## src/rtl/streaming_unary_reduce.sv

```systemverilog
// Streaming unary reduction: folds a multi-beat packet of N-bit words into one result bit
// using AND/OR/XOR (optionally inverted), with valid/ready on both sides.
module streaming_unary_reduce #(
    parameter int unsigned N  = 8,
    parameter int unsigned CW = 8
) (
    input  logic          clk,
    input  logic          rst,
    input  logic          in_valid,
    output logic          in_ready,
    input  logic [N-1:0]  in_data,
    input  logic          in_last,
    input  logic [2:0]    op,
    output logic          out_valid,
    input  logic          out_ready,
    output logic          out_result,
    output logic [CW-1:0] out_beats,
    output logic          out_ovf,
    output logic          out_err
);

    typedef enum logic [0:0] {StIdle, StAccum} state_e;

    localparam logic [CW-1:0] CntMax = '1;

    state_e          state_q, state_d;
    logic            acc_q;
    logic [CW-1:0]   cnt_q;
    logic            ovf_q;
    logic [2:0]      op_q;
    logic            out_valid_q;
    logic            out_result_q;
    logic [CW-1:0]   out_beats_q;
    logic            out_ovf_q;
    logic            out_err_q;

    logic            accept;
    logic            consume;
    logic [2:0]      eff_op;
    logic            reserved;
    logic            red;
    logic            acc_init;
    logic            acc_base;
    logic            acc_next;
    logic            res_next;
    logic [CW-1:0]   cnt_next;
    logic            ovf_next;

    assign accept  = in_valid && in_ready;
    assign consume = out_valid_q && out_ready;

    // The first beat of a packet uses the live op; later beats use the latched one.
    always_comb begin
        eff_op   = (state_q == StIdle) ? op : op_q;
        reserved = (eff_op[1:0] == 2'b11);
        red      = 1'b0;
        acc_init = 1'b0;
        unique case (eff_op[1:0])
            2'b00: begin
                red      = &in_data;
                acc_init = 1'b1;
            end
            2'b01:   red = |in_data;
            2'b10:   red = ^in_data;
            default: red = 1'b0;
        endcase
        acc_base = (state_q == StIdle) ? acc_init : acc_q;
        unique case (eff_op[1:0])
            2'b00:   acc_next = acc_base & red;
            2'b01:   acc_next = acc_base | red;
            2'b10:   acc_next = acc_base ^ red;
            default: acc_next = 1'b0;
        endcase
        res_next = reserved ? 1'b0 : (acc_next ^ eff_op[2]);
        if (state_q == StIdle) begin
            cnt_next = CW'(1);
            ovf_next = 1'b0;
        end else begin
            cnt_next = (cnt_q == CntMax) ? cnt_q : cnt_q + CW'(1);
            ovf_next = ovf_q | (cnt_q == CntMax);
        end
    end

    always_ff @(posedge clk) begin
        if (rst) begin
            state_q <= StIdle;
        end else begin
            state_q <= state_d;
        end
    end

    always_comb begin
        state_d = state_q;
        if (accept) begin
            state_d = in_last ? StIdle : StAccum;
        end
    end

    always_comb begin
        in_ready   = !out_valid_q || out_ready;
        out_valid  = out_valid_q;
        out_result = out_result_q;
        out_beats  = out_beats_q;
        out_ovf    = out_ovf_q;
        out_err    = out_err_q;
    end

    always_ff @(posedge clk) begin
        if (rst) begin
            acc_q        <= 1'b0;
            cnt_q        <= '0;
            ovf_q        <= 1'b0;
            op_q         <= 3'b000;
            out_valid_q  <= 1'b0;
            out_result_q <= 1'b0;
            out_beats_q  <= '0;
            out_ovf_q    <= 1'b0;
            out_err_q    <= 1'b0;
        end else if (accept && in_last) begin
            acc_q        <= 1'b0;
            cnt_q        <= '0;
            ovf_q        <= 1'b0;
            op_q         <= eff_op;
            out_valid_q  <= 1'b1;
            out_result_q <= res_next;
            out_beats_q  <= cnt_next;
            out_ovf_q    <= ovf_next;
            out_err_q    <= reserved;
        end else begin
            if (accept) begin
                acc_q <= acc_next;
                cnt_q <= cnt_next;
                ovf_q <= ovf_next;
                op_q  <= eff_op;
            end
            if (consume) begin
                out_valid_q <= 1'b0;
            end
        end
    end

endmodule
```

## config.mk

```make
export PLATFORM = sky130hd
export DESIGN_NAME = streaming_unary_reduce
export DESIGN_NICKNAME = d
export VERILOG_FILES = /design/src/rtl/streaming_unary_reduce.sv
export SDC_FILE = /design/constraint.sdc
export NUM_CORES = 1
export LEC_CHECK = 0
export BUFFER_PORTS_ARGS = -buffer_cell sky130_fd_sc_hd__buf_2
export CAP_MARGIN = 15
export CELL_PAD_IN_SITES_DETAIL_PLACEMENT = 1
export CELL_PAD_IN_SITES_GLOBAL_PLACEMENT = 2
export CORE_ASPECT_RATIO = 1.5
export CORE_MARGIN = 2
export CORE_UTILIZATION = 35
export CTS_CLUSTER_DIAMETER = 80
export CTS_CLUSTER_SIZE = 16
export DETAILED_ROUTE_END_ITERATION = 10
export GPL_TIMING_DRIVEN = 0
export PLACE_DENSITY = 0.89
export SETUP_SLACK_MARGIN = 0.2
export SLEW_MARGIN = 20
export SYNTH_ARGS = -nofsm -noshare
export SYNTH_HDL_FRONTEND = slang
export SYNTH_SLANG_ARGS = --single-unit
```

## constraint.sdc

```tcl
create_clock -name clk -period 4.7 [get_ports clk]
set_input_delay 0.94 -clock clk [delete_from_list [all_inputs] [get_ports clk]]
set_output_delay 0.94 -clock clk [all_outputs]
set_load 0.02 [all_outputs]
```

==> flow_summary.json <==
{
  "clkTransAtPathRegs_ps": 100,
  "power_density_nw_per_um2": 287,
  "die_width_um": 58.2,
  "min_period_ps": 2870,
  "numCtsBuffers": 3,
  "synth_area_um2": 1540,
  "place_area_um2": 1740,
  "coreArea_um2": 4250,
  "postCtsSetupRepairBufs": 0,
  "design_area_um2": 1810,
  "yosysTopAreaCell": "dfxtp_1",
  "ys_types": 47,
  "cts_tree": "done",
  "hpwl_mm": 3.16,
  "wl_met2_mm": 2.17,
  "die_h_um": 85.3,
  "met1_length_mm": 1.74,
  "area_growth_pct": 17.5,
  "maxSlewHeadroom": 0.555,
  "synth_edf_count": 0,
  "async_flop_share": 0,
  "num_antenna_cells": 0,
  "tightestPinTransition_ps": 663,
  "grt_first_pass_wirelength_mm": 6.80,
  "ant_nets": 0,
  "yosysSeqAreaShare": 0.338,
  "cts_resized": 0,
  "arrival_ps": 3110,
  "syn-num-nets": 207,
  "crit_path_end_kind": "flop",
  "dr.pass1.iters": 4,
  "hold_violations": 0,
  "grt_usage": 0.178,
  "synth_ff_type": "dfxtp_1",
  "skew_ps": 2.38,
  "num_rows": 29,
  "cts.path.max_buffers": 2,
  "cts_hold_buffers": 0,
  "htreeDepth": 1,
  "synth_area_per_cell_um2": 8.56,
  "required_ps": 4940,
  "vias": 1413,
  "status": "completed",
  "ir_drop_mv": 0.184,
  "crit_fanout": 3,
  "die_area_um2": 4960,
  "yosysTopAreaCellShare": 0.338,
  "drc": 0,
  "portBuffers": 28,
  "routed.top_layer": "met4",
  "grt_max_degree": 16,
  "instances_no_fill": 258,
  "leakagePower_nw": 0.780,
  "yosys_warnings": 0,
  "ios": 29,
  "wl_met3_um": 100,
  "finalSetupViolations": 0,
  "overflow": 0,
  "drive_gt1_frac": 0.231,
  "grt_pass1_vias": 1382,
  "num-nets-final": 240,
  "max_freq_ghz": 0.348,
  "dpl.cell_count": 254,
  "syn_inst": 180,
  "antenna_found_initial": 0,
  "slew_violations": 0,
  "rsz0062_at_grt": "no",
  "cp-start-kind": "primary input",
  "final_cell_mix": "33 x buf_2, 26 x dfxtp_1, 17 x a21oi_1",
  "synth_seq_cells": 26,
  "ys_top_cells_by_area": "dfxtp_1 34%, ha_1 8.9%, a21oi_1 5.5%",
  "ctsRootBufferMaster": "clkbuf_8",
  "vias_per_cell": 5.48,
  "wl_per_cell_um": 15.9,
  "routabilityCongestion": 0.758,
  "drv_cap": 0,
  "setup_tns_ps": 0,
  "wl_mm": 4.09,
  "clock-sinks": 26,
  "final_common_cell": "buf_2",
  "finalCritPeriodShare": 0.612,
  "critical_path_class": "in -> reg",
  "start_util": 0.363,
  "hold_path_class": "reg -> reg",
  "drt_iter0_markers": 17,
  "clk_latency_ps": 280
}
[where the power goes]
group	switching (mW)	internal, mW
Combinational	0.0564	0.0389
Sequential	0.00492	0.227
Clock	0.0791	0.114
Total	0.140	0.380
[synthesized netlist by cell type, types with 2 or more instances]
library cell and n:
and2_1 3, clkbuf_1 4, nor2_1 12, or3_1 4
xnor2_1 5, nor3_1 6, buf_2 5, nand4_1 5
ha_1 11, a31oi_1 3, inv_1 12, a21oi_1 17
mux2i_2 2, mux2i_1 2, o2111ai_1 3, nand3_1 4
a22o_1 5, dfxtp_1 26, buf_4 2, xor2_1 3
a211oi_1 7, a21o_1 2, nand2_1 13
[per-layer routing]
layer | vias up | global-route usage
met5 | - | 0
met4 | 0 | 0.0698
met3 | 4 | 0.0137
met2 | 27 | 0.318
met1 | 668 | 0.214
li1 | 714 | -
[kinds of logic after synthesis]
group | count (synthesis) | share of synthesized area
XOR/XNOR | 8 | 0.0455
adder cells (fa/ha/maj) | 11 | 0.0893
flip-flops | 26 | 0.338
AO/OA/AOI/OAI | 48 | 0.216
multiplexers | 5 | 0.0382
AND/OR/NAND/NOR | 58 | 0.201
buffers and inverters | 24 | 0.0722
[worst paths after layout]
kind	cells past startpoint	slack (ps)	end	start
worst max-delay path	11	1830	out_result$_SDFFE_PP0P_	in_data[4]
worst min-delay path	2	460	out_err$_SDFFE_PP0P_	out_err$_SDFFE_PP0P_
worst max register to register	9	2150	out_result$_SDFFE_PP0P_	state_q$_SDFFE_PP0P_
worst min register to register	2	460	out_err$_SDFFE_PP0P_	out_err$_SDFFE_PP0P_
[registers in the layout (all words and copies together) (netlist names)]
name        flops
acc_q           1
ovf_q           1
op_q            3
out_result      1
cnt_q           8
state_q         1
out_err         1
out_valid       1
out_ovf         1
out_beats       8
[critical path: stages]
cell     delay (ps)
buf_2            90
inv_1            40
ha_1            290
xor2_1          170
xnor2_1         140
a22o_1          250
ha_1            340
xnor2_1         140
or3_1           320
a31oi_1         210
o211a_1         170
[per-stage QoR]
stage	hold slack (ps)	worst slack (ps)	power (mW)	utilization
2_1_floorplan	469	1830	0.302	-
3_3_place_gp	441	1590	0.330	0.410
3_5_place_dp	449	1530	0.333	0.410
4_1_cts	468	1830	0.527	0.426
5_1_grt	493	1710	0.547	0.426
6_report	459	1830	0.520	0.426
[cell type report]
type,count,area (um2)
fillers,533,2430
multi-input cells,130,910
flip-flops and latches,26,520
repair buffers,28,140
plain buffers,12,66.3
well taps,46,57.6
inverters,12,45.0
clock buffers,3,41.3
clock inverters,1,30.0
No activity file was read; power rests on OpenSTA's default activity.
